==> src/rtl/hazard_if.sv <==
// Pipeline-side view of the hazard controller: pipeline-register fields in, stall/flush/forward controls out.
interface hazard_if #(parameter int CNT_W = 16);
    logic             id_valid, id_use_rs1, id_use_rs2;
    logic [4:0]       id_rs1, id_rs2;
    logic             ex_valid, ex_regwrite, ex_is_load, ex_redirect;
    logic [4:0]       ex_rd, ex_rs1, ex_rs2;
    logic             mem_valid, mem_regwrite, mem_req, mem_ready;
    logic [4:0]       mem_rd;
    logic             wb_valid, wb_regwrite;
    logic [4:0]       wb_rd;
    logic             pc_stall, if_id_stall, id_ex_stall, ex_mem_stall;
    logic             if_id_flush, id_ex_flush, mem_wb_bubble;
    logic [1:0]       fwd_a, fwd_b;
    logic             id_byp_a, id_byp_b;
    logic             mem_err;
    logic [CNT_W-1:0] stall_cnt, flush_cnt;

    modport master (
        output id_valid, id_use_rs1, id_use_rs2, id_rs1, id_rs2,
               ex_valid, ex_regwrite, ex_is_load, ex_redirect, ex_rd, ex_rs1, ex_rs2,
               mem_valid, mem_regwrite, mem_req, mem_ready, mem_rd,
               wb_valid, wb_regwrite, wb_rd,
        input  pc_stall, if_id_stall, id_ex_stall, ex_mem_stall,
               if_id_flush, id_ex_flush, mem_wb_bubble,
               fwd_a, fwd_b, id_byp_a, id_byp_b, mem_err, stall_cnt, flush_cnt
    );

    modport slave (
        input  id_valid, id_use_rs1, id_use_rs2, id_rs1, id_rs2,
               ex_valid, ex_regwrite, ex_is_load, ex_redirect, ex_rd, ex_rs1, ex_rs2,
               mem_valid, mem_regwrite, mem_req, mem_ready, mem_rd,
               wb_valid, wb_regwrite, wb_rd,
        output pc_stall, if_id_stall, id_ex_stall, ex_mem_stall,
               if_id_flush, id_ex_flush, mem_wb_bubble,
               fwd_a, fwd_b, id_byp_a, id_byp_b, mem_err, stall_cnt, flush_cnt
    );
endinterface

==> src/rtl/hazard_ctrl.sv <==
// Hazard controller for the 5-stage RV32 pipeline: combinational stall/flush/forward, registered MEM-wait FSM and perf counters.
// HAZ_FWD_EN defined enables EX forwarding and ID bypass; undefined falls back to full RAW interlock.
module hazard_ctrl #(
    parameter int MEM_TIMEOUT = 64,
    parameter int CNT_W       = 16
) (
    input  logic     clk,
    input  logic     rst_n,
    hazard_if.slave  hz
);
    localparam int WCW = $clog2(MEM_TIMEOUT + 1);

    typedef enum logic [1:0] {RUN, MEMWAIT, ERR} state_t;

    state_t           state_q, state_d;
    logic [WCW-1:0]   wcnt_q, wcnt_d;
    logic [CNT_W-1:0] stall_q, flush_q;

    function automatic logic hit(input logic v, input logic w,
                                 input logic [4:0] rd, input logic [4:0] s);
        return v && w && (rd == s) && (s != 5'd0);
    endfunction

    logic rs1_chk, rs2_chk, mem_wait, redirect, dep, dep_stall;

    assign rs1_chk  = hz.id_valid && hz.id_use_rs1;
    assign rs2_chk  = hz.id_valid && hz.id_use_rs2;
    assign mem_wait = (hz.mem_req && !hz.mem_ready) || (state_q == ERR);
    assign redirect = hz.ex_redirect && !mem_wait;

`ifdef HAZ_FWD_EN
    assign dep = hz.ex_is_load &&
                 ((rs1_chk && hit(hz.ex_valid, hz.ex_regwrite, hz.ex_rd, hz.id_rs1)) ||
                  (rs2_chk && hit(hz.ex_valid, hz.ex_regwrite, hz.ex_rd, hz.id_rs2)));
`else
    // Without forwarding, any in-flight writer of an ID source blocks it until it has left WB.
    assign dep = (rs1_chk && (hit(hz.ex_valid,  hz.ex_regwrite,  hz.ex_rd,  hz.id_rs1) ||
                              hit(hz.mem_valid, hz.mem_regwrite, hz.mem_rd, hz.id_rs1) ||
                              hit(hz.wb_valid,  hz.wb_regwrite,  hz.wb_rd,  hz.id_rs1))) ||
                 (rs2_chk && (hit(hz.ex_valid,  hz.ex_regwrite,  hz.ex_rd,  hz.id_rs2) ||
                              hit(hz.mem_valid, hz.mem_regwrite, hz.mem_rd, hz.id_rs2) ||
                              hit(hz.wb_valid,  hz.wb_regwrite,  hz.wb_rd,  hz.id_rs2)));
    logic unused_ex_srcs;
    assign unused_ex_srcs = ^{hz.ex_rs1, hz.ex_rs2, hz.ex_is_load};
`endif

    assign dep_stall = dep && !mem_wait && !redirect;

    always_ff @(posedge clk or negedge rst_n) begin
        if (!rst_n) begin
            state_q <= RUN;
            wcnt_q  <= '0;
        end else begin
            state_q <= state_d;
            wcnt_q  <= wcnt_d;
        end
    end

    // wcnt_q counts consecutive unfinished wait cycles, including the one that entered MEMWAIT.
    always_comb begin
        state_d = state_q;
        wcnt_d  = wcnt_q;
        case (state_q)
            RUN: begin
                if (hz.mem_req && !hz.mem_ready) begin
                    wcnt_d  = WCW'(1);
                    state_d = (MEM_TIMEOUT <= 1) ? ERR : MEMWAIT;
                end
            end
            MEMWAIT: begin
                if (hz.mem_ready) begin
                    state_d = RUN;
                    wcnt_d  = '0;
                end else if (wcnt_q >= WCW'(MEM_TIMEOUT - 1)) begin
                    state_d = ERR;
                end else begin
                    wcnt_d = wcnt_q + 1'b1;
                end
            end
            ERR:     state_d = ERR;
            default: state_d = RUN;
        endcase
    end

    always_comb begin
        hz.pc_stall      = 1'b0;
        hz.if_id_stall   = 1'b0;
        hz.id_ex_stall   = 1'b0;
        hz.ex_mem_stall  = 1'b0;
        hz.if_id_flush   = 1'b0;
        hz.id_ex_flush   = 1'b0;
        hz.mem_wb_bubble = 1'b0;
        hz.fwd_a         = 2'b00;
        hz.fwd_b         = 2'b00;
        hz.id_byp_a      = 1'b0;
        hz.id_byp_b      = 1'b0;
        if (rst_n) begin
            hz.pc_stall      = mem_wait || dep_stall;
            hz.if_id_stall   = mem_wait || dep_stall;
            hz.id_ex_stall   = mem_wait;
            hz.ex_mem_stall  = mem_wait;
            hz.mem_wb_bubble = mem_wait;
            hz.if_id_flush   = redirect;
            hz.id_ex_flush   = redirect || dep_stall;
`ifdef HAZ_FWD_EN
            if (hit(hz.mem_valid, hz.mem_regwrite, hz.mem_rd, hz.ex_rs1))     hz.fwd_a = 2'b01;
            else if (hit(hz.wb_valid, hz.wb_regwrite, hz.wb_rd, hz.ex_rs1))   hz.fwd_a = 2'b10;
            if (hit(hz.mem_valid, hz.mem_regwrite, hz.mem_rd, hz.ex_rs2))     hz.fwd_b = 2'b01;
            else if (hit(hz.wb_valid, hz.wb_regwrite, hz.wb_rd, hz.ex_rs2))   hz.fwd_b = 2'b10;
            hz.id_byp_a = rs1_chk && hit(hz.wb_valid, hz.wb_regwrite, hz.wb_rd, hz.id_rs1);
            hz.id_byp_b = rs2_chk && hit(hz.wb_valid, hz.wb_regwrite, hz.wb_rd, hz.id_rs2);
`endif
        end
    end

    always_ff @(posedge clk or negedge rst_n) begin
        if (!rst_n) begin
            stall_q <= '0;
            flush_q <= '0;
        end else begin
            if (hz.pc_stall && !(&stall_q))    stall_q <= stall_q + 1'b1;
            if (hz.if_id_flush && !(&flush_q)) flush_q <= flush_q + 1'b1;
        end
    end

    assign hz.stall_cnt = stall_q;
    assign hz.flush_cnt = flush_q;
    assign hz.mem_err   = (state_q == ERR);
endmodule

==> src/flat_wrapper.sv <==
// flat-port wrapper written by rule: the top's interface ports become plain ports
module hazard_ctrl_flat 
#(
    parameter int MEM_TIMEOUT = 64,
    parameter int CNT_W       = 16
)
  (clk, rst_n, hz_id_valid, hz_id_use_rs1, hz_id_use_rs2, hz_id_rs1, hz_id_rs2, hz_ex_valid, hz_ex_regwrite, hz_ex_is_load, hz_ex_redirect, hz_ex_rd, hz_ex_rs1, hz_ex_rs2, hz_mem_valid, hz_mem_regwrite, hz_mem_req, hz_mem_ready, hz_mem_rd, hz_wb_valid, hz_wb_regwrite, hz_wb_rd, hz_pc_stall, hz_if_id_stall, hz_id_ex_stall, hz_ex_mem_stall, hz_if_id_flush, hz_id_ex_flush, hz_mem_wb_bubble, hz_fwd_a, hz_fwd_b, hz_id_byp_a, hz_id_byp_b, hz_mem_err, hz_stall_cnt, hz_flush_cnt);
  hazard_if #(.CNT_W(CNT_W)) hz_i ();
  input  logic clk;
  input  logic rst_n;
  input wire logic [$bits(hz_i.id_valid)-1:0] hz_id_valid;
  input wire logic [$bits(hz_i.id_use_rs1)-1:0] hz_id_use_rs1;
  input wire logic [$bits(hz_i.id_use_rs2)-1:0] hz_id_use_rs2;
  input wire logic [$bits(hz_i.id_rs1)-1:0] hz_id_rs1;
  input wire logic [$bits(hz_i.id_rs2)-1:0] hz_id_rs2;
  input wire logic [$bits(hz_i.ex_valid)-1:0] hz_ex_valid;
  input wire logic [$bits(hz_i.ex_regwrite)-1:0] hz_ex_regwrite;
  input wire logic [$bits(hz_i.ex_is_load)-1:0] hz_ex_is_load;
  input wire logic [$bits(hz_i.ex_redirect)-1:0] hz_ex_redirect;
  input wire logic [$bits(hz_i.ex_rd)-1:0] hz_ex_rd;
  input wire logic [$bits(hz_i.ex_rs1)-1:0] hz_ex_rs1;
  input wire logic [$bits(hz_i.ex_rs2)-1:0] hz_ex_rs2;
  input wire logic [$bits(hz_i.mem_valid)-1:0] hz_mem_valid;
  input wire logic [$bits(hz_i.mem_regwrite)-1:0] hz_mem_regwrite;
  input wire logic [$bits(hz_i.mem_req)-1:0] hz_mem_req;
  input wire logic [$bits(hz_i.mem_ready)-1:0] hz_mem_ready;
  input wire logic [$bits(hz_i.mem_rd)-1:0] hz_mem_rd;
  input wire logic [$bits(hz_i.wb_valid)-1:0] hz_wb_valid;
  input wire logic [$bits(hz_i.wb_regwrite)-1:0] hz_wb_regwrite;
  input wire logic [$bits(hz_i.wb_rd)-1:0] hz_wb_rd;
  output wire logic [$bits(hz_i.pc_stall)-1:0] hz_pc_stall;
  output wire logic [$bits(hz_i.if_id_stall)-1:0] hz_if_id_stall;
  output wire logic [$bits(hz_i.id_ex_stall)-1:0] hz_id_ex_stall;
  output wire logic [$bits(hz_i.ex_mem_stall)-1:0] hz_ex_mem_stall;
  output wire logic [$bits(hz_i.if_id_flush)-1:0] hz_if_id_flush;
  output wire logic [$bits(hz_i.id_ex_flush)-1:0] hz_id_ex_flush;
  output wire logic [$bits(hz_i.mem_wb_bubble)-1:0] hz_mem_wb_bubble;
  output wire logic [$bits(hz_i.fwd_a)-1:0] hz_fwd_a;
  output wire logic [$bits(hz_i.fwd_b)-1:0] hz_fwd_b;
  output wire logic [$bits(hz_i.id_byp_a)-1:0] hz_id_byp_a;
  output wire logic [$bits(hz_i.id_byp_b)-1:0] hz_id_byp_b;
  output wire logic [$bits(hz_i.mem_err)-1:0] hz_mem_err;
  output wire logic [$bits(hz_i.stall_cnt)-1:0] hz_stall_cnt;
  output wire logic [$bits(hz_i.flush_cnt)-1:0] hz_flush_cnt;
  assign hz_i.id_valid = hz_id_valid;
  assign hz_i.id_use_rs1 = hz_id_use_rs1;
  assign hz_i.id_use_rs2 = hz_id_use_rs2;
  assign hz_i.id_rs1 = hz_id_rs1;
  assign hz_i.id_rs2 = hz_id_rs2;
  assign hz_i.ex_valid = hz_ex_valid;
  assign hz_i.ex_regwrite = hz_ex_regwrite;
  assign hz_i.ex_is_load = hz_ex_is_load;
  assign hz_i.ex_redirect = hz_ex_redirect;
  assign hz_i.ex_rd = hz_ex_rd;
  assign hz_i.ex_rs1 = hz_ex_rs1;
  assign hz_i.ex_rs2 = hz_ex_rs2;
  assign hz_i.mem_valid = hz_mem_valid;
  assign hz_i.mem_regwrite = hz_mem_regwrite;
  assign hz_i.mem_req = hz_mem_req;
  assign hz_i.mem_ready = hz_mem_ready;
  assign hz_i.mem_rd = hz_mem_rd;
  assign hz_i.wb_valid = hz_wb_valid;
  assign hz_i.wb_regwrite = hz_wb_regwrite;
  assign hz_i.wb_rd = hz_wb_rd;
  assign hz_pc_stall = hz_i.pc_stall;
  assign hz_if_id_stall = hz_i.if_id_stall;
  assign hz_id_ex_stall = hz_i.id_ex_stall;
  assign hz_ex_mem_stall = hz_i.ex_mem_stall;
  assign hz_if_id_flush = hz_i.if_id_flush;
  assign hz_id_ex_flush = hz_i.id_ex_flush;
  assign hz_mem_wb_bubble = hz_i.mem_wb_bubble;
  assign hz_fwd_a = hz_i.fwd_a;
  assign hz_fwd_b = hz_i.fwd_b;
  assign hz_id_byp_a = hz_i.id_byp_a;
  assign hz_id_byp_b = hz_i.id_byp_b;
  assign hz_mem_err = hz_i.mem_err;
  assign hz_stall_cnt = hz_i.stall_cnt;
  assign hz_flush_cnt = hz_i.flush_cnt;
  hazard_ctrl #(.MEM_TIMEOUT(MEM_TIMEOUT), .CNT_W(CNT_W)) u_core (.clk(clk), .rst_n(rst_n), .hz(hz_i));
endmodule
==> config.mk <==
export PLATFORM = sky130hd
export DESIGN_NAME = hazard_ctrl_flat
export DESIGN_NICKNAME = d
export VERILOG_FILES = /design/src/rtl/hazard_if.sv /design/src/rtl/hazard_ctrl.sv /design/src/flat_wrapper.sv
export SDC_FILE = /design/constraint.sdc
export NUM_CORES = 1
export LEC_CHECK = 0
export ABC_AREA = 1
export BUFFER_PORTS_ARGS = -buffer_cell sky130_fd_sc_hd__buf_2
export CAP_MARGIN = 20
export CORE_UTILIZATION = 45
export DETAILED_ROUTE_END_ITERATION = 10
export PLACE_DENSITY_LB_ADDON = 0.2
export SETUP_SLACK_MARGIN = 0.5
export SYNTH_ARGS = -nofsm -noshare
export SYNTH_HDL_FRONTEND = slang
export SYNTH_SLANG_ARGS = --single-unit
==> constraint.sdc <==
create_clock -name clk -period 1.9 [get_ports clk]
set_input_delay 0.285 -clock clk [delete_from_list [all_inputs] [get_ports clk]]
set_output_delay 0.285 -clock clk [all_outputs]
set_load 0.01 [all_outputs]
==> summary.md <==
| Metric | Value |
|---|---|
| Sum of routed wire length over all layers | 8260 um |
| Sequential area share after synthesis | 0.340 |
| Clk_skew | 10.8 ps |
| Via-per-instance ratio | 4.95 |
| Vias in the first global route | 3,054 |
| Period minus WS final | 1600 ps |
| Setup tns final | 0 ps |
| Unrepaired setup endpoints after global routing | true |
| GRT Overall Usage | 0.233 |
| Area leader, netlist | dfrtp_1 |
| Starting Density | 0.470 |
| Yosys reg bits | 41 |
| Setup ws final | 302 ps |
| Synth-to-layout area growth | 49.4% |
| Status | complete, but fails checks |
| FMAX | 626 MHz |
| ANT nets after route | 0 |
| Min-delay worst type | in2async |
| Top cell type's share of synthesized area | 0.340 |
| VDD IR-drop max | 0.000608 V |
| Clk pin slew, worst setup/hold paths | 80 ps |
| DR pass1 iterations | 7 |
| Slew headroom | 0.650 |
| Worst reg2reg startpoint | u_core.hz.stall_cnt[8] |
| Kind of critical path | reg2reg |
| Ranking of synthesized cells by area | dfrtp_1, nand2_1, inv_1 |
| Met3 track demand over resource | 0.0277 |
| Die height | 83.9 um |
| HPWL Detailed | 5570 um |
| Dpl ws | 83.6 ps |
| Layout cell share with drive strength beyond 1 | 0.475 |
| Pin count of the biggest net entering global routing | 42 |
| Clock latency on the worst-skew pair | 300 ps |
| Nets | 623 |
| Core Area | 0.00642 mm2 |
| CTS tree | yes |
| Die width | 83.9 um |
| Io pins | 96 |
| Leakage | 2.48 nW |
| Initial antenna violation count | 0 |
| # diodes | 0 |
| CTS Sinks | 41 |
| H-tree depth | 2 |
| Grt peak-use layer | met2 |
| Remaining Overflow, GRT | 0 |
| Fin. Hold Viols | 0 |
| Global-route wire length before repair | 13,300 um |
| Largest fanout on the critical path | 6 |
| Yosys warns | 0 |
| CP Launch Type | flop |
| RR Endpoint | u_core.hz.stall_cnt[9] |
| IO Port Bufs | 78 |
| Rows | 29 |
| Vias | 3,205 |
| Mapped cell area | 0.00302 mm2 |
| Avg Cell Area, Syn | 6.71 um2 |
| Worst EP arrival | 1790 ps |
| Worst reg2reg setup slack | 300 ps |
| Clock tree buffer depth | 2 |
| R2r worst-path depth | 9 |
| Crit end category | flop |
| Met2 Usage GRT | 0.428 |
| Slew Viols, Final | 0 |
| Final setup viols | 0 |
| GP Congestion | 0.893 |
| Worst slew pin tran | 525 ps |
| Hold-fix buffers at CTS | 0 |
| Period Utilization, post-route | 0.841 |
| Met1 GRT Util | 0.283 |
| DR DRC count | 6 |
| Distinct cells, synth | 31 |
| Root buf cell | clkbuf_8 |
| Req. time, crit path | 2090 ps |
| Mapped Cells | 450 |
| Initial DRC count | 123 |
| Failing checks | design-rule violations |
| Average wire per standard cell | 12.7 um |
| Max_cap viols | 0 |
| Power Density | 636 mW/mm2 |
| Number of buffers created by CTS | 5 |
| Die area | 0.00704 mm2 |
-- where the power goes --
part / leakage [nW] / internal (mW) / switching, mW
Sequential: 0.537 / 1.00 / 0.149
Clock: 0.0512 / 0.295 / 0.320
Combinational: 1.89 / 0.479 / 0.625
-- per-stage QoR --
stage	hold WS, ps	total power [mW]	instance area (um2)	std cells	utilization
finish	111	2.87	4510	648	0.703
global route	157	3.05	4510	648	0.703
CTS	121	2.77	4180	641	0.650
detailed placement	454	1.98	3570	603	0.557
global placement	450	1.94	3570	603	0.557
floorplan	-10.6	1.69	3160	455	-
-- final cells by class --
cell class	instances	area, um2
inverters	72	310
clock buffers	6	82.6
well taps	77	96.3
multi-input cells	329	2080
repair buffers	121	902
fillers	521	1910
flip-flops and latches	41	1030
clock inverters	2	13.8
-- sequential cells by signal, indices dropped and copies added, names as in the netlist --
| register | flops |
|---|---|
| u_core.wcnt_q | 7 |
| u_core.hz.stall_cnt | 16 |
| u_core.hz.flush_cnt | 16 |
| u_core.state_q | 2 |
-- critical path, stage by stage (launching register included) --
cell	delay, ps
dfrtp_1	400
nand2_2	120
nor3_2	280
nand2_2	130
nor2_4	120
nand2_4	120
nand2_4	150
nor3_4	50
nand3_1	80
nand2_1	50
-- cell usage after synthesis, drive strengths merged --
master,count
nand3b,1
xnor2,7
xor2,17
nand3,38
ha,3
nor4,2
and3b,1
nor2,44
a21oi,7
o21ai,8
o211ai,1
nand4,6
o32ai,1
conb,1
dfrtp,41
o21a,1
nor3,16
nand2,170
inv,72
buf,13
-- per-layer routing --
metal / vias to the layer above / part of all wire
met5: - / 0
met4: 0 / 0.015
met1: 1502 / 0.43
met2: 79 / 0.52
met3: 13 / 0.036
li1: 1611 / -
-- placed cells by master (no fill, tap or decap), types with 7 or more instances in the layout --
cell type / n
buf_2: 54
dfrtp_1: 38
nor3_4: 8
inv_4: 10
nand2_4: 7
buf_6: 25
nor2_1: 30
inv_2: 24
nand2_1: 126
nand2_2: 34
xor2_1: 16
nand3_1: 19
buf_4: 38
nand3_2: 19
inv_1: 35
-- worst max path at each step --
stage,start,end,slack (ps),depth (start not counted)
2_1_floorplan,u_core.hz.stall_cnt[0],u_core.hz.stall_cnt[6],260,9
3_3_place_gp,hz_id_rs1[1],u_core.hz.stall_cnt[15],140,14
3_5_place_dp,hz_id_rs1[1],u_core.hz.stall_cnt[0],80,14
4_1_cts,u_core.state_q[0],hz_if_id_stall,300,8
5_1_grt,hz_ex_rd[0],hz_id_ex_flush,210,12
6_report,u_core.hz.stall_cnt[8],u_core.hz.stall_cnt[9],300,9
-- cells by family (layout without fill, tap and decap cells) --
group	count (synthesis)	in the layout	synth area share
fa+ha+maj	3	3	0.0124
xor+xnor	24	24	0.0721
flops	41	41	0.340
simple gates	278	278	0.416
buf+inv	85	201	0.125
other cells	1	6	0.00124
compound gates	18	18	0.0340
-- what timing repair did --
action                                  CTS  global route
resized for setup                        79            90
endpoints found under the setup margin   42            46
pin swaps                                58            46
setup buffers                            30             7
(Power assumes the default switching activity.)
